<file path="src/rtl/draw_sequencer_pkg.sv">
// draw_sequencer_pkg
//   Shared definitions for the draw sequencer slice:
//   - FSM state encodings
//   - canonical drawer channel indices
//   - default screen geometry
//   - lowest-set-bit priority encoder used to pick the next channel
package draw_sequencer_pkg;

  // Upper bound on channel count handled by the priority encoder.
  localparam int MAX_CH = 32;

  // Sequencer FSM states
  localparam logic [2:0] S_IDLE    = 3'd0;
  localparam logic [2:0] S_SELECT  = 3'd1;
  localparam logic [2:0] S_RESTART = 3'd2;
  localparam logic [2:0] S_DRAW    = 3'd3;
  localparam logic [2:0] S_DONE    = 3'd4;

  // Channel assignment used by the game; lower index means drawn earlier.
  localparam int CH_SCREEN = 0;
  localparam int CH_LEVEL  = 1;
  localparam int CH_PADDLE = 2;
  localparam int CH_BALL   = 3;
  localparam int CH_SCORE  = 4;
  localparam int CH_LIFE   = 5;

  localparam int DEF_SCREEN_W = 160;
  localparam int DEF_SCREEN_H = 120;

  // Index of the lowest set bit; 0 when v is zero (caller checks for empty).
  // Scanning from the top down lets the last hit win, which is the lowest bit.
  function automatic logic [4:0] lowest_set(input logic [MAX_CH-1:0] v);
    logic [4:0] idx;
    idx = '0;
    for (int i = MAX_CH - 1; i >= 0; i--) begin
      if (v[i]) idx = 5'(i);
    end
    return idx;
  endfunction

endpackage

</file>
<file path="src/rtl/draw_sequencer_if.sv">
// draw_sequencer_if
//   Bundle of per-channel drawer signals between the sequencer and its
//   drawer sub-blocks. All per-channel buses are packed with channel i at
//   [i*W +: W].
//   master: sequencer side (drives ch_enable / ch_reset)
//   slave : drawer side (drives end/pixel/origin signals)
interface draw_sequencer_if #(
  parameter int NUM_CH = 8,
  parameter int XW     = 8,
  parameter int COLW   = 24
);
  logic [NUM_CH-1:0]      ch_enable;
  logic [NUM_CH-1:0]      ch_reset;
  logic [NUM_CH-1:0]      ch_end;
  logic [NUM_CH-1:0]      ch_we;
  logic [NUM_CH*XW-1:0]   ch_x;
  logic [NUM_CH*XW-1:0]   ch_y;
  logic [NUM_CH*COLW-1:0] ch_colour;
  logic [NUM_CH*XW-1:0]   origin_x;
  logic [NUM_CH*XW-1:0]   origin_y;

  modport master (
    output ch_enable, ch_reset,
    input  ch_end, ch_we, ch_x, ch_y, ch_colour, origin_x, origin_y
  );

  modport slave (
    input  ch_enable, ch_reset,
    output ch_end, ch_we, ch_x, ch_y, ch_colour, origin_x, origin_y
  );
endinterface

</file>
<file path="src/rtl/draw_pixel_mux.sv">
// draw_pixel_mux
//   Combinational selection of the active drawer's pixel, translation by
//   that channel's screen origin and clip test against the visible area.
//   Ports:
//     sel                      active channel index
//     ch_we/ch_x/ch_y/ch_colour packed drawer pixel buses
//     origin_x/origin_y        packed per-channel origins
//     we                       selected channel's pixel valid
//     sx/sy                    translated screen coordinates (low XW bits)
//     colour                   selected colour
//     in_screen                translated pixel lies inside the screen
module draw_pixel_mux #(
  parameter int NUM_CH   = 8,
  parameter int XW       = 8,
  parameter int COLW     = 24,
  parameter int SCREEN_W = 160,
  parameter int SCREEN_H = 120,
  parameter int CW       = 3
) (
  input  logic [CW-1:0]          sel,
  input  logic [NUM_CH-1:0]      ch_we,
  input  logic [NUM_CH*XW-1:0]   ch_x,
  input  logic [NUM_CH*XW-1:0]   ch_y,
  input  logic [NUM_CH*COLW-1:0] ch_colour,
  input  logic [NUM_CH*XW-1:0]   origin_x,
  input  logic [NUM_CH*XW-1:0]   origin_y,
  output logic                   we,
  output logic [XW-1:0]          sx,
  output logic [XW-1:0]          sy,
  output logic [COLW-1:0]        colour,
  output logic                   in_screen
);

  // One extra bit so an origin push past the coordinate range is clipped
  // instead of wrapping back onto the screen.
  logic [XW:0] sx_w;
  logic [XW:0] sy_w;

  always_comb begin
    we        = ch_we[sel];
    sx_w      = {1'b0, ch_x[int'(sel)*XW +: XW]} + {1'b0, origin_x[int'(sel)*XW +: XW]};
    sy_w      = {1'b0, ch_y[int'(sel)*XW +: XW]} + {1'b0, origin_y[int'(sel)*XW +: XW]};
    colour    = ch_colour[int'(sel)*COLW +: COLW];
    in_screen = (sx_w < (XW+1)'(SCREEN_W)) && (sy_w < (XW+1)'(SCREEN_H));
    sx        = sx_w[XW-1:0];
    sy        = sy_w[XW-1:0];
  end

endmodule

</file>
<file path="src/rtl/draw_sequencer.sv">
// draw_sequencer
//   Once per frame, restarts and enables each pending drawer channel in
//   priority order (channel 0 first) and forwards the active drawer's
//   clipped, origin-translated pixels onto the single VGA write port.
//   Ports:
//     clk, reset       clock, asynchronous active-low reset
//     frame_tick       starts a pass (when idle and run=1)
//     run              0 = pause; no new pass, no further channels
//     mode             0 = all channels, 1 = only channels with dirty set
//     dirty            per-channel redraw request, sampled at pass start
//     dif (master)     drawer handshake and pixel buses
//     x/y/colour       registered screen pixel, held between writes
//     writeEn          registered pixel write strobe
//     busy             pass in progress
//     frame_done       one-cycle pulse at end of pass
//     overrun          sticky: frame_tick while busy
//     timeout_err      sticky per-channel watchdog expiry
module draw_sequencer
  import draw_sequencer_pkg::*;
#(
  parameter int NUM_CH   = 8,
  parameter int XW       = 8,
  parameter int COLW     = 24,
  parameter int SCREEN_W = DEF_SCREEN_W,
  parameter int SCREEN_H = DEF_SCREEN_H,
  parameter int TIMEOUT  = 65535
) (
  input  logic              clk,
  input  logic              reset,
  input  logic              frame_tick,
  input  logic              run,
  input  logic              mode,
  input  logic [NUM_CH-1:0] dirty,
  draw_sequencer_if.master  dif,
  output logic [XW-1:0]     x,
  output logic [XW-1:0]     y,
  output logic [COLW-1:0]   colour,
  output logic              writeEn,
  output logic              busy,
  output logic              frame_done,
  output logic              overrun,
  output logic [NUM_CH-1:0] timeout_err
);

  localparam int CW  = (NUM_CH > 1) ? $clog2(NUM_CH) : 1;
  localparam int WDW = $clog2(TIMEOUT + 1);

  logic [2:0]        state_q, state_d;
  logic [NUM_CH-1:0] pending_q, pending_d;
  logic [CW-1:0]     cur_q, cur_d;
  logic [WDW-1:0]    wdog_q, wdog_d;
  logic [NUM_CH-1:0] ch_enable_q, ch_enable_d;
  logic [NUM_CH-1:0] ch_reset_q, ch_reset_d;
  logic              busy_q, busy_d;
  logic              frame_done_q, frame_done_d;
  logic              overrun_q, overrun_d;
  logic [NUM_CH-1:0] timeout_err_q, timeout_err_d;
  logic [XW-1:0]     x_q, x_d, y_q, y_d;
  logic [COLW-1:0]   colour_q, colour_d;
  logic              we_q, we_d;

  logic              mux_we;
  logic [XW-1:0]     mux_sx, mux_sy;
  logic [COLW-1:0]   mux_colour;
  logic              mux_in_screen;

  draw_pixel_mux #(
    .NUM_CH  (NUM_CH),
    .XW      (XW),
    .COLW    (COLW),
    .SCREEN_W(SCREEN_W),
    .SCREEN_H(SCREEN_H),
    .CW      (CW)
  ) u_mux (
    .sel      (cur_q),
    .ch_we    (dif.ch_we),
    .ch_x     (dif.ch_x),
    .ch_y     (dif.ch_y),
    .ch_colour(dif.ch_colour),
    .origin_x (dif.origin_x),
    .origin_y (dif.origin_y),
    .we       (mux_we),
    .sx       (mux_sx),
    .sy       (mux_sy),
    .colour   (mux_colour),
    .in_screen(mux_in_screen)
  );

  // Sequencer FSM
  always_comb begin
    state_d       = state_q;
    pending_d     = pending_q;
    cur_d         = cur_q;
    wdog_d        = wdog_q;
    timeout_err_d = timeout_err_q;
    overrun_d     = overrun_q | (frame_tick & busy_q);

    case (state_q)
      S_IDLE: begin
        if (frame_tick && run) begin
          pending_d = mode ? dirty : '1;
          state_d   = S_SELECT;
        end
      end
      S_SELECT: begin
        // A pause lands here: the channel in flight has already finished,
        // so the rest of the pass is simply dropped.
        if (!run || pending_q == '0) begin
          pending_d = '0;
          state_d   = S_DONE;
        end else begin
          cur_d   = CW'(lowest_set(MAX_CH'(pending_q)));
          state_d = S_RESTART;
        end
      end
      S_RESTART: begin
        wdog_d  = '0;
        state_d = S_DRAW;
      end
      S_DRAW: begin
        wdog_d = wdog_q + 1'b1;
        // End wins over an expiry in the same cycle.
        if (dif.ch_end[cur_q]) begin
          pending_d[cur_q] = 1'b0;
          state_d          = S_SELECT;
        end else if (wdog_q == WDW'(TIMEOUT - 1)) begin
          timeout_err_d[cur_q] = 1'b1;
          pending_d[cur_q]     = 1'b0;
          state_d              = S_SELECT;
        end
      end
      S_DONE:  state_d = S_IDLE;
      default: state_d = S_IDLE;
    endcase

    // Handshake outputs are registered decodes of the next state.
    ch_enable_d  = (state_d == S_DRAW)    ? (NUM_CH'(1) << cur_d) : '0;
    ch_reset_d   = (state_d == S_RESTART) ? (NUM_CH'(1) << cur_d) : '0;
    busy_d       = (state_d == S_SELECT) || (state_d == S_RESTART) || (state_d == S_DRAW);
    frame_done_d = (state_d == S_DONE);
  end

  // Pixel write port: one cycle behind the drawer, holds between writes.
  always_comb begin
    we_d     = mux_we && (state_q == S_DRAW) && mux_in_screen;
    x_d      = we_d ? mux_sx     : x_q;
    y_d      = we_d ? mux_sy     : y_q;
    colour_d = we_d ? mux_colour : colour_q;
  end

  always_ff @(posedge clk or negedge reset) begin
    if (!reset) begin
      state_q       <= S_IDLE;
      pending_q     <= '0;
      cur_q         <= '0;
      wdog_q        <= '0;
      ch_enable_q   <= '0;
      ch_reset_q    <= '0;
      busy_q        <= 1'b0;
      frame_done_q  <= 1'b0;
      overrun_q     <= 1'b0;
      timeout_err_q <= '0;
      x_q           <= '0;
      y_q           <= '0;
      colour_q      <= '0;
      we_q          <= 1'b0;
    end else begin
      state_q       <= state_d;
      pending_q     <= pending_d;
      cur_q         <= cur_d;
      wdog_q        <= wdog_d;
      ch_enable_q   <= ch_enable_d;
      ch_reset_q    <= ch_reset_d;
      busy_q        <= busy_d;
      frame_done_q  <= frame_done_d;
      overrun_q     <= overrun_d;
      timeout_err_q <= timeout_err_d;
      x_q           <= x_d;
      y_q           <= y_d;
      colour_q      <= colour_d;
      we_q          <= we_d;
    end
  end

  assign dif.ch_enable = ch_enable_q;
  assign dif.ch_reset  = ch_reset_q;
  assign x             = x_q;
  assign y             = y_q;
  assign colour        = colour_q;
  assign writeEn       = we_q;
  assign busy          = busy_q;
  assign frame_done    = frame_done_q;
  assign overrun       = overrun_q;
  assign timeout_err   = timeout_err_q;

endmodule

</file>
<file path="src/flat_wrapper.sv">
// flat-port wrapper written by rule: the top's interface ports become plain ports
module draw_sequencer_flat import draw_sequencer_pkg::*;
#(
  parameter int NUM_CH   = 8,
  parameter int XW       = 8,
  parameter int COLW     = 24,
  parameter int SCREEN_W = DEF_SCREEN_W,
  parameter int SCREEN_H = DEF_SCREEN_H,
  parameter int TIMEOUT  = 65535
)
  (clk, reset, frame_tick, run, mode, dirty, x, y, colour, writeEn, busy, frame_done, overrun, timeout_err, dif_ch_enable, dif_ch_reset, dif_ch_end, dif_ch_we, dif_ch_x, dif_ch_y, dif_ch_colour, dif_origin_x, dif_origin_y);
  draw_sequencer_if #(.NUM_CH(NUM_CH), .XW(XW), .COLW(COLW)) dif_i ();
  input  logic clk;
  input  logic reset;
  input  logic frame_tick;
  input  logic run;
  input  logic mode;
  input  logic [NUM_CH-1:0] dirty;
  output logic [XW-1:0] x;
  output logic [XW-1:0] y;
  output logic [COLW-1:0] colour;
  output logic writeEn;
  output logic busy;
  output logic frame_done;
  output logic overrun;
  output logic [NUM_CH-1:0] timeout_err;
  output wire logic [$bits(dif_i.ch_enable)-1:0] dif_ch_enable;
  output wire logic [$bits(dif_i.ch_reset)-1:0] dif_ch_reset;
  input wire logic [$bits(dif_i.ch_end)-1:0] dif_ch_end;
  input wire logic [$bits(dif_i.ch_we)-1:0] dif_ch_we;
  input wire logic [$bits(dif_i.ch_x)-1:0] dif_ch_x;
  input wire logic [$bits(dif_i.ch_y)-1:0] dif_ch_y;
  input wire logic [$bits(dif_i.ch_colour)-1:0] dif_ch_colour;
  input wire logic [$bits(dif_i.origin_x)-1:0] dif_origin_x;
  input wire logic [$bits(dif_i.origin_y)-1:0] dif_origin_y;
  assign dif_ch_enable = dif_i.ch_enable;
  assign dif_ch_reset = dif_i.ch_reset;
  assign dif_i.ch_end = dif_ch_end;
  assign dif_i.ch_we = dif_ch_we;
  assign dif_i.ch_x = dif_ch_x;
  assign dif_i.ch_y = dif_ch_y;
  assign dif_i.ch_colour = dif_ch_colour;
  assign dif_i.origin_x = dif_origin_x;
  assign dif_i.origin_y = dif_origin_y;
  draw_sequencer #(.NUM_CH(NUM_CH), .XW(XW), .COLW(COLW), .SCREEN_W(SCREEN_W), .SCREEN_H(SCREEN_H), .TIMEOUT(TIMEOUT)) u_core (.clk(clk), .reset(reset), .frame_tick(frame_tick), .run(run), .mode(mode), .dirty(dirty), .dif(dif_i), .x(x), .y(y), .colour(colour), .writeEn(writeEn), .busy(busy), .frame_done(frame_done), .overrun(overrun), .timeout_err(timeout_err));
endmodule
</file>
<file path="config.mk">
export PLATFORM = sky130hd
export DESIGN_NAME = draw_sequencer_flat
export DESIGN_NICKNAME = d
export VERILOG_FILES = /design/src/rtl/draw_sequencer_pkg.sv /design/src/rtl/draw_sequencer_if.sv /design/src/rtl/draw_pixel_mux.sv /design/src/rtl/draw_sequencer.sv /design/src/flat_wrapper.sv
export SDC_FILE = /design/constraint.sdc
export NUM_CORES = 1
export LEC_CHECK = 0
export ABC_AREA = 0
export CORE_AREA = 2 2 212 214
export CTS_BUF_LIST = sky130_fd_sc_hd__clkbuf_4
export DETAILED_ROUTE_END_ITERATION = 7
export DIE_AREA = 0 0 214 216
export GPL_TIMING_DRIVEN = 0
export PLACE_DENSITY = 0.54
export SETUP_SLACK_MARGIN = 0.05
export SYNTH_ARGS = -nofsm -noshare
export SYNTH_HDL_FRONTEND = slang
export SYNTH_SLANG_ARGS = --single-unit
</file>
<file path="constraint.sdc">
create_clock -name clk -period 5.6 [get_ports clk]
set_input_delay 1.68 -clock clk [delete_from_list [all_inputs] [get_ports clk]]
set_output_delay 1.68 -clock clk [all_outputs]
set_load 0.01 [all_outputs]
</file>
-- Word-level counts from Yosys, hierarchy flattened
Index checks and enable logic that the tools add are counted.
- output and inout bits: 68
- logic and storage cells: 90
- flip-flop bits (word level): 98
- $mul: 1
- bitwise operators: 6
- add/subtract/negate cells: 3
- equal/unequal tests: 11
- reduce and logical (&&, ||, !) cells: 15
- shifts and indexed selects: 6
- $lt $le $gt $ge: 4
- mux-type cells: 30
- operators with widths (cell ; number):
    $shiftx 64x7->8 ; 4
    $shiftx 192x9->24 ; 1
    $mux 8 ; 7
    $mux 3 ; 14
    $pmux 16 s2 ; 1
    $pmux 8 s3 ; 1
    $add 8x8->9 ; 2
    $add 16x1->16 const B ; 1
    $eq 16x16->1 const B ; 1
    $eq 3x2->1 const B ; 4
    $pmux 3 s4 ; 1
    $lt 9x7->1 const B ; 1
    $lt 9x8->1 const B ; 1
    $and 8x8->8 ; 1
    $logic_not 8->1 ; 1
    $not 8->8 ; 1
    $or 8x8->8 ; 1
    $shl 1x3->8 const A ; 1
    $bmux 1 s3 ; 2
    $eq 3x1->1 const B ; 2
    $logic_and 1x1->1 ; 5
    $mul 3x2->5 const B ; 1
    $lt 3x4->1 const B ; 1
    $ne 2x1->1 const B ; 2
    15 further kinds ; 19

-- Longest topological paths before layout
Gate-level depths: netlist of run 1.
- word-level depth: 12
- gate-level depth with buffers: 19
- gate-level depth less buffers: 14

-- Hierarchy
From an unflattened synthesis of run 1, not the netlist that was laid out.
- cells, all modules: 653
- area, all modules: 8384.3 um^2
- by module, submodules not included (module ; times used ; cells each ; area an instance (um^2) ; sequential area each (um^2)):
    draw_pixel_mux ; 1 ; 313 ; 4197.8 ; 0.0
    draw_sequencer ; 1 ; 340 ; 4186.5 ; 2452.4

-- Worst setup path after synthesis of run 1
OpenSTA, ideal clock, no wires.
- kind: input to register
- start point: input dif_ch_x[48]
- end point: register u_core.colour_q[10], in the netlist u_core.colour[10]
- arrival: 4.433 ns
- cell stages on the path: 12
- buffers on the path: 1
- data required time: 5.475 ns
- setup time: 0.125 ns
- setup slack: 1.042 ns
- path through: a22oi_1 nand4_1 ha_1 fa_1 a211oi_2 o21ai_2 a21o_1 a2111oi_4 o21ai_2 nor4_4 buf_6 mux2_4
- longest elaborated chain between the ends: 5
- ends and longest elaborated chain (element ; RTL line ; RTL):
    from (decl) ; flat_wrapper.sv:31 ; input wire logic [$bits(dif_i.ch_x)-1:0] dif_ch_x;
    $shiftx 64x7->8 ; draw_pixel_mux.sv:41 ; sx_w = {1'b0, ch_x[int'(sel)*XW +: XW]} + {1'b0, origin_x[int'(sel)*XW +: XW]};
    $add 8x8->9 ; draw_pixel_mux.sv:41 ;
    $lt 9x8->1 ; draw_pixel_mux.sv:44 ; in_screen = (sx_w < (XW+1)'(SCREEN_W)) && (sy_w < (XW+1)'(SCREEN_H));
    $logic_and 1x1->1 ; draw_pixel_mux.sv:44 ;
    $logic_and 1x1->1 ; draw_sequencer.sv:145 ; we_d = mux_we && (state_q == S_DRAW) && mux_in_screen;
    to (signal assigned) ; draw_sequencer.sv:180 ; colour_q <= colour_d;
    to (decl) ; draw_sequencer.sv:59 ; logic [COLW-1:0] colour_q, colour_d;
No other way between the ends.
A chain may end at the register's enable or synchronous reset.

-- Final worst setup path of run 1
- start point: register u_core.cur_q[2]
- end point: register u_core.colour_q[22], in the netlist u_core.colour[22]
- longest elaborated chain between the ends: 5
- elaborated cells on any way between the ends: 15
- ends and longest elaborated chain (element ; RTL line ; RTL):
    from (decl) ; draw_sequencer.sv:50 ; logic [CW-1:0] cur_q, cur_d;
    from (signal assigned) ; draw_sequencer.sv:170 ; cur_q <= cur_d;
    $shiftx 64x7->8, on equally long branches ; draw_pixel_mux.sv:41, draw_pixel_mux.sv:42 ;
    $add 8x8->9, on equally long branches ; draw_pixel_mux.sv:41, draw_pixel_mux.sv:42 ;
    $lt 9x8->1 or $lt 9x7->1 (tied branches) ; draw_pixel_mux.sv:44 ;
    $logic_and 1x1->1 ; draw_pixel_mux.sv:44 ;
    $logic_and 1x1->1 ; draw_sequencer.sv:145 ;
Several ways; a longest one is shown, not always the timed one. The select of a mux whose other input is x is not followed.

==> impl_summary.log, run 1 <==
[metrics] Internal: 2990 uW
[metrics] routed wire length: 53.7 mm
[metrics] Crit path required time: 6040 ps
[metrics] sequential fraction of the synthesis area: 0.317
[metrics] leading post-synthesis cells by instance count: 129 x sky130_fd_sc_hd__a22oi_1, 98 x sky130_fd_sc_hd__dfrtp_1, 69 x sky130_fd_sc_hd__nor2_1
[metrics] overall die area: 46200 um^2
[metrics] global route overflow: 0
[metrics] Worst Reg-to-Reg Cells: 18
[metrics] count of hold-fix buffers inserted at cts: 0
[metrics] Total Nets Final: 1885
[metrics] Post-Synthesis Net Count: 1327
[metrics] fraction of final layout cells sized beyond drive strength 1: 0.106
[metrics] Vert. Die Dim: 216 um
[metrics] Net Sw Power: 3170 uW
[metrics] residual antenna-violating net count after detailed routing: 0
[metrics] core area: 43800 um^2
[metrics] compound-cell area share of the yosys netlist: 0.294
[metrics] wire length of the first global-routing pass: 74.1 mm
[metrics] cell area power density: 433 nW/um^2
[metrics] clock power share: 0.070
[metrics] fraction of power consumed by sequential logic: 0.169
[metrics] Post-Syn Area per Cell: 9.31 um^2
[metrics] top-level port count: 545
[metrics] combinational power share: 0.762
[metrics] Yosys reg bits: 98
[metrics] worst hold slack across all endpoints: 492 ps
[metrics] wire length per cell after detailed routing: 27.0 um
[metrics] capture point of the worst reg-to-reg path: u_core.colour[22]
[metrics] Slew Limit Headroom: 0.142
[metrics] multiplexer share of the synthesized area: 0.160
[metrics] total chip power: 6160 uW
[metrics] Initial Utilization: 0.176
[metrics] Max Cap Violations: 0
[metrics] number of buffers inserted by port buffering: 544
[metrics] post-route setup TNS: 0 ps
[metrics] Top FF cell, synth: sky130_fd_sc_hd__dfrtp_1
[metrics] TritonCTS clock tree: done
[metrics] shortest clock period the worst path allows after layout: 5340 ps
[metrics] Worst Skew: 28.4 ps
[metrics] Final Wtd Congestion: 0.956
[metrics] top-count cell post-synth: sky130_fd_sc_hd__a22oi_1
[metrics] setup repair after global routing missed its margin: no
[metrics] vias in the first global route: 9837
[metrics] status: complete, no violations
[metrics] later-pin clock latency in the skew report: 530 ps
[metrics] static leakage power: 0.00549 uW
[metrics] total number of placement rows: 77
[metrics] sort of element at the end of the critical path: register
[metrics] total via count in the routed design: 9774
[metrics] Hold Path Class: reg2reg
[metrics] Syn Std Cell Area: 7730 um^2
[metrics] CP max FO: 10
[metrics] area delta synth->final: 83.8%
[metrics] clock root buffer: sky130_fd_sc_hd__clkbuf_4
[metrics] H-Tree Level Count: 3
[metrics] utilization of the core after routing: 0.324
[metrics] pin count of the biggest net entering global routing: 68
[metrics] signal arrival time at the worst endpoint: 5780 ps
[metrics] number of flops mapped to enable cells by yosys: 0
[metrics] area share of fa/ha/maj cells after synthesis: 0.0343
[metrics] Peak VDD IR: 0.276 mV
[metrics] timing startpoint of the critical path: u_core.cur_q[2]
[metrics] largest family of logic cells by synthesized area: compound AO/OA/AOI/OAI gates
[metrics] gate count of the mapped netlist: 830
[metrics] area leader, netlist: sky130_fd_sc_hd__dfrtp_1
[metrics] antenna violations before repair: 4
[metrics] All-Layer GR Usage: 0.224
[metrics] iteration count of the initial detailed-routing pass: 5
[metrics] startpoint class of the critical path: register
[metrics] area share of and/or/nand/nor cells after synthesis: 0.137
[metrics] Synth cell types: 66
[metrics] critical setup path kind: reg2reg
[metrics] deepest clock path buffer count: 2
[metrics] Remaining DRCs: 0
[metrics] hold violation count in the final report: 0
[metrics] CTS Buf Count: 9
[metrics] clock-pin transition on the worst setup and hold timing paths: 190 ps
[metrics] switching share of total power: 0.515
[metrics] Synth top area share: 0.317
[metrics] launching point of the worst reg2reg path: u_core.cur_q[2]
[metrics] transition time of the tightest slew-check pin: 1290 ps
[metrics] # fillers: 4577
[metrics] final-report setup violation count: 0
[metrics] async set-or-reset flop fraction in the synthesized netlist: 1.00
[metrics] DP Wirelength: 43.4 mm
[metrics] XOR/XNOR Fraction of Synth Area: 0.0125
[metrics] number of DRC markers after the initial detailed-route iteration: 647
[metrics] yosys warns: 0
[metrics] final cycle utilization of the critical path: 0.954
[metrics] CTS sink count: 98
[metrics] Max Fclk: 187 MHz
[metrics] max-slew violation count: 0
[metrics] chip width: 214 um
[metrics] number of vias per cell: 4.91
[metrics] timing endpoint of the critical path: u_core.colour[22]
[metrics] worst reg-to-reg setup slack: 260 ps
[metrics] top cells by area, synth: sky130_fd_sc_hd__dfrtp_1 32%, sky130_fd_sc_hd__a22oi_1 13%, sky130_fd_sc_hd__mux2_4 7.0%
## cell usage in the layout (no fill, tap or decap), types with 4 or more instances in the layout
cell type and n:
sky130_fd_sc_hd__and3_1 6, sky130_fd_sc_hd__inv_1 16, sky130_fd_sc_hd__a21o_1 7, sky130_fd_sc_hd__a31o_2 8
sky130_fd_sc_hd__buf_6 7, sky130_fd_sc_hd__a221oi_1 25, sky130_fd_sc_hd__buf_4 5, sky130_fd_sc_hd__mux4_2 8
sky130_fd_sc_hd__a22o_1 11, sky130_fd_sc_hd__ha_1 18, sky130_fd_sc_hd__nand2b_1 7, sky130_fd_sc_hd__buf_1 7
sky130_fd_sc_hd__o21ai_0 52, sky130_fd_sc_hd__buf_2 8, sky130_fd_sc_hd__a22oi_1 128, sky130_fd_sc_hd__dfrtp_1 98
sky130_fd_sc_hd__clkdlybuf4s50_1 543, sky130_fd_sc_hd__mux2_4 36, sky130_fd_sc_hd__a221o_1 8, sky130_fd_sc_hd__mux2i_1 28
sky130_fd_sc_hd__nand2_1 38, sky130_fd_sc_hd__diode_2 4, sky130_fd_sc_hd__nor3_1 15, sky130_fd_sc_hd__nor2b_1 12
sky130_fd_sc_hd__o21a_1 4, sky130_fd_sc_hd__clkbuf_2 16, sky130_fd_sc_hd__clkbuf_1 17, sky130_fd_sc_hd__a21oi_1 33
sky130_fd_sc_hd__nand3_1 23, sky130_fd_sc_hd__mux2_2 21, sky130_fd_sc_hd__nor2_1 68, sky130_fd_sc_hd__and4_1 4
sky130_fd_sc_hd__xnor2_1 8, sky130_fd_sc_hd__a311oi_1 4, sky130_fd_sc_hd__nor4_1 4, sky130_fd_sc_hd__clkbuf_4 14
sky130_fd_sc_hd__nand4_1 23
## kinds of logic after synthesis
group,Yosys count
AND/OR/NAND/NOR,215
flip-flops,98
AO/OA/AOI/OAI,314
buffers and inverters,79
adder cells (fa/ha/maj),20
multiplexers,93
XOR/XNOR,11
## timing repair
item,CTS,global route
pin swaps,1,0
endpoints found under the setup margin,41,40
resized for setup,35,21
setup buffers,1,0
## power groups by stage
stage                     Sequential (uW)  Combinational (uW)  Clock, uW
after floorplan                      1080                2620          0
after global placement               1040                4590          0
after detailed placement             1050                4620          0
after CTS                            1040                4660        461
after global routing                 1060                5030        480
final                                1040                4690        429
## stage by stage
step           setup WS [ps]  instance area [um^2]  instances
2_1_floorplan           1040                  7730        830
3_3_place_gp           -1520                 13900       1966
3_5_place_dp           -1240                 14000       1968
4_1_cts                  107                 14200       1985
5_1_grt                 42.3                 14200       1987
6_report                 260                 14200       1989
## worst max-delay path: stages (launching register included)
cell	delay, ps
sky130_fd_sc_hd__dfrtp_1	400
sky130_fd_sc_hd__buf_2	260
sky130_fd_sc_hd__buf_2	360
sky130_fd_sc_hd__nor3_2	170
sky130_fd_sc_hd__clkbuf_4	320
sky130_fd_sc_hd__buf_2	320
sky130_fd_sc_hd__a22oi_2	300
sky130_fd_sc_hd__nand4_1	160
sky130_fd_sc_hd__ha_1	320
sky130_fd_sc_hd__fa_1	470
sky130_fd_sc_hd__a211oi_2	240
sky130_fd_sc_hd__o21ai_2	120
sky130_fd_sc_hd__a21o_1	220
sky130_fd_sc_hd__a2111oi_4	410
sky130_fd_sc_hd__o21ai_2	130
sky130_fd_sc_hd__nor4_4	250
sky130_fd_sc_hd__buf_4	190
sky130_fd_sc_hd__buf_6	260
sky130_fd_sc_hd__mux2_4	330
## cell type report
class                   instances  area [um^2]  area share
diodes                          4         10.0    0.000705
plain buffers                  63          345      0.0243
clock buffers                   9         67.6     0.00476
clock inverters                 7         76.3     0.00537
inverters                      16         60.1     0.00423
multi-input cells             653         4960       0.349
flip-flops and latches         98         2450       0.173
well taps                     592          741      0.0521
repair buffers                547         5490       0.387
## worst min-delay path by stage
stage	startpoint	to	slack (ps)	depth (start not counted)
2_1_floorplan	u_core.wdog_q[9]	u_core.wdog_q[9]	490	2
3_3_place_gp	u_core.overrun	u_core.overrun	440	1
3_5_place_dp	u_core.overrun	u_core.overrun	450	1
4_1_cts	u_core.timeout_err[6]	u_core.timeout_err[6]	500	1
5_1_grt	u_core.timeout_err[6]	u_core.timeout_err[6]	510	1
6_report	u_core.timeout_err[1]	u_core.timeout_err[1]	490	1
## registers in the layout (all words and copies together), names as in the netlist
signal,flops
u_core.timeout_err,8
u_core.cur_q,3
u_core.y,8
u_core.pending_q,8
u_core.dif.ch_reset,8
u_core.wdog_q,16
u_core.busy,1
u_core.colour,24
u_core.writeEn,1
u_core.overrun,1
u_core.frame_done,1
u_core.dif.ch_enable,8
u_core.state_q,3
u_core.x,8
## metal layers
layer,GRT usage,vias to the layer above,part of all wire
met2,0.362,439,0.47
met5,0,-,0
met1,0.305,4893,0.45
met4,0.0455,0,0.015
met3,0.0516,42,0.065
li1,-,4400,-
Note: power is estimated with default switching activity, not from simulation.
==> inputs of run 2 (changes only) <==
--- a/config.mk
+++ b/config.mk
@@ -12,7 +12,7 @@
 export DIE_AREA = 0 0 214 216
 export GPL_TIMING_DRIVEN = 0
 export PLACE_DENSITY = 0.54
-export SETUP_SLACK_MARGIN = 0.05
+export SETUP_SLACK_MARGIN = 0.5
 export SYNTH_ARGS = -nofsm -noshare
 export SYNTH_HDL_FRONTEND = slang
 export SYNTH_SLANG_ARGS = --single-unit
==> run 2 against run 1 <==
Register-to-register slack improved by 430 ps. Critical path depth fell by 4. Flip-flop and latch count did not move. Power rose by 1.2%. Clock skew rose by 11 ps. Sequential power barely moved. Clock-buffer cell count did not move. Critical endpoint is now u_core.colour[15]. Largest cell class unchanged.
==> impl_summary.log, run 2 (same netlist as run 1, synthesis figures left out) <==
[metrics] status: complete, no violations
[metrics] Internal: 3050 uW
[metrics] Crit path required time: 6010 ps
[metrics] CTS sink count: 98
[metrics] area delta synth->final: 85.9%
[metrics] core area: 43800 um^2
[metrics] most heavily used metal layer in global routing: met2
[metrics] final cycle utilization of the critical path: 0.881
[metrics] clock root buffer: sky130_fd_sc_hd__clkbuf_4
[metrics] Slew Limit Headroom: 0.269
[metrics] later-pin clock latency in the skew report: 540 ps
[metrics] fraction of final layout cells sized beyond drive strength 1: 0.117
[metrics] final-report setup violation count: 0
[metrics] antenna violations before repair: 3
[metrics] max-slew violation count: 0
[metrics] number of flip-flops under the largest register name: 24
[metrics] pin count of the biggest net entering global routing: 68
[metrics] total number of placement rows: 77
[metrics] worst reg-to-reg setup slack: 690 ps
[metrics] switching share of total power: 0.510
[metrics] # fillers: 4567
[metrics] clock-pin transition on the worst setup and hold timing paths: 190 ps
[metrics] critical setup path kind: in2reg
[metrics] H-Tree Level Count: 3
[metrics] startpoint class of the critical path: input pin
[metrics] shortest clock period the worst path allows after layout: 4930 ps
[metrics] deepest clock path buffer count: 2
[metrics] signal arrival time at the worst endpoint: 5340 ps
[metrics] top-level port count: 545
[metrics] transition time of the tightest slew-check pin: 1100 ps
[metrics] cell area power density: 434 nW/um^2
[metrics] iteration count of the initial detailed-routing pass: 7
[metrics] static leakage power: 0.00556 uW
[metrics] total chip power: 6230 uW
[metrics] TritonCTS clock tree: done
[metrics] commonest non-fill, non-tap cells in the layout: 543 x sky130_fd_sc_hd__clkdlybuf4s50_1, 128 x sky130_fd_sc_hd__a22oi_1, 98 x sky130_fd_sc_hd__dfrtp_1, 67 x sky130_fd_sc_hd__nor2_1, 52 x sky130_fd_sc_hd__o21ai_0
[metrics] met1 track demand over resource in global routing: 0.303
[metrics] hold violation count in the final report: 0
[metrics] Remaining DRCs: 0
[metrics] CTS Buf Count: 9
[metrics] Vert. Die Dim: 216 um
[metrics] CP max FO: 10
[metrics] Final Wtd Congestion: 0.956
[metrics] overall die area: 46200 um^2
[metrics] Net Sw Power: 3180 uW
[metrics] Total Nets Final: 1891
[metrics] most common library cell in the layout ignoring fill and taps: sky130_fd_sc_hd__clkdlybuf4s50_1
[metrics] Max Fclk: 203 MHz
[metrics] Peak VDD IR: 0.276 mV
[metrics] utilization of the core after routing: 0.328
[metrics] Hold Path Class: reg2reg
[metrics] setup repair after global routing missed its margin: no
[metrics] M3 GR Usage: 0.0510
[metrics] clock power share: 0.070
[metrics] wire length per cell after detailed routing: 26.9 um
[metrics] fraction of power consumed by sequential logic: 0.166
[metrics] total via count in the routed design: 9759
[metrics] Worst Reg-to-Reg Cells: 18
[metrics] DP Wirelength: 43.4 mm
[metrics] sort of element at the end of the critical path: register
[metrics] combinational power share: 0.764
[metrics] multi-input combinational cell area: 5000 um^2
[metrics] routed wire length: 53.6 mm
[metrics] Max Cap Violations: 0
[metrics] global route overflow: 0
[metrics] number of buffers inserted by port buffering: 544
[metrics] number of vias per cell: 4.89
[metrics] met2 global-route usage: 0.363
[metrics] number of DRC markers after the initial detailed-route iteration: 659
[metrics] chip width: 214 um
[metrics] All-Layer GR Usage: 0.224
[metrics] wire length of the first global-routing pass: 74.0 mm
[metrics] Worst Skew: 38.9 ps
[metrics] residual antenna-violating net count after detailed routing: 0
[metrics] Initial Utilization: 0.176
[metrics] number of stages on the worst hold path: 1
[metrics] vias in the first global route: 9858
[metrics] post-route setup TNS: 0 ps
[metrics] Reg area: 2450 um^2
## run 2: cell types whose count changed in the layout (fill, tap and decap cells not counted), moves of 2 or more
| cell | delta |
|---|---|
| sky130_fd_sc_hd__clkbuf_2 | -7 |
| sky130_fd_sc_hd__buf_4 | +13 |
| sky130_fd_sc_hd__buf_2 | -2 |
| sky130_fd_sc_hd__clkbuf_4 | +2 |
| sky130_fd_sc_hd__buf_1 | -2 |
| sky130_fd_sc_hd__clkbuf_8 | +3 |
| sky130_fd_sc_hd__clkbuf_1 | -3 |
## run 2: final timing paths
path / startpoint / end
min reg2reg: u_core.timeout_err[1] / u_core.timeout_err[1]
min: u_core.timeout_err[1] / u_core.timeout_err[1]
max in group asynchronous: reset / u_core.timeout_err[0]
max reg2reg: u_core.cur_q[2] / u_core.colour[15]
max: dif_ch_x[8] / u_core.colour[15]
min in group asynchronous: reset / u_core.colour[13]
## run 2: layer usage
metal  wire [um]  vias to the layer above
met4         864                        0
met5           0                        -
li1            -                     4406
met3        3510                       46
met2       25100                      440
met1       24100                     4867
## run 2: timing repair
action                                  4_1_cts  5_1_grt
gates cloned                                  0        0
pin swaps                                     1        1
hold buffers                                  0        0
resized for setup                            72       18
buffers inserted                              1        6
endpoints found under the setup margin       41       39
## run 2: final cells by class
type	instances	area share
antenna	4	0.000697
buffer	63	0.0295
clock buffer	9	0.00470
clock inverter	7	0.00531
inverter	16	0.00444
multi-input combinational	653	0.348
sequential	98	0.171
tap	592	0.0515
timing repair buffer	553	0.385
## run 2: worst max-delay path, cell delays in order
cell                              delay, ps
sky130_fd_sc_hd__clkdlybuf4s50_1        430
sky130_fd_sc_hd__a22oi_2                230
sky130_fd_sc_hd__nand4_1                170
sky130_fd_sc_hd__ha_2                   280
sky130_fd_sc_hd__fa_1                   450
sky130_fd_sc_hd__a211oi_2               240
sky130_fd_sc_hd__o21ai_2                120
sky130_fd_sc_hd__a21o_1                 220
sky130_fd_sc_hd__a2111oi_4              410
sky130_fd_sc_hd__o21ai_2                130
sky130_fd_sc_hd__nor4_4                 250
sky130_fd_sc_hd__buf_4                  200
sky130_fd_sc_hd__buf_8                  200
sky130_fd_sc_hd__mux2_4                 310
## run 2: stage by stage
| step | hold WS [ps] | setup WS (ps) | instances | area [um^2] |
|---|---|---|---|---|
| final | 492 | 668 | 1995 | 14400 |
| after global routing | 506 | 505 | 1993 | 14400 |
| after CTS | 495 | 537 | 1985 | 14300 |
| after detailed placement | 454 | -1240 | 1968 | 14000 |
| after global placement | 444 | -1520 | 1966 | 13900 |
| after floorplan | 488 | 1040 | 830 | 7730 |
## run 2: power by group through the flow
| stage | combinational [uW] | clock, uW | sequential, uW |
|---|---|---|---|
| 5_1_grt | 5110 | 480 | 1060 |
| 3_5_place_dp | 4620 | 0 | 1050 |
| 6_report | 4760 | 436 | 1040 |
| 3_3_place_gp | 4590 | 0 | 1040 |
| 4_1_cts | 4710 | 461 | 1040 |
| 2_1_floorplan | 2620 | 0 | 1080 |
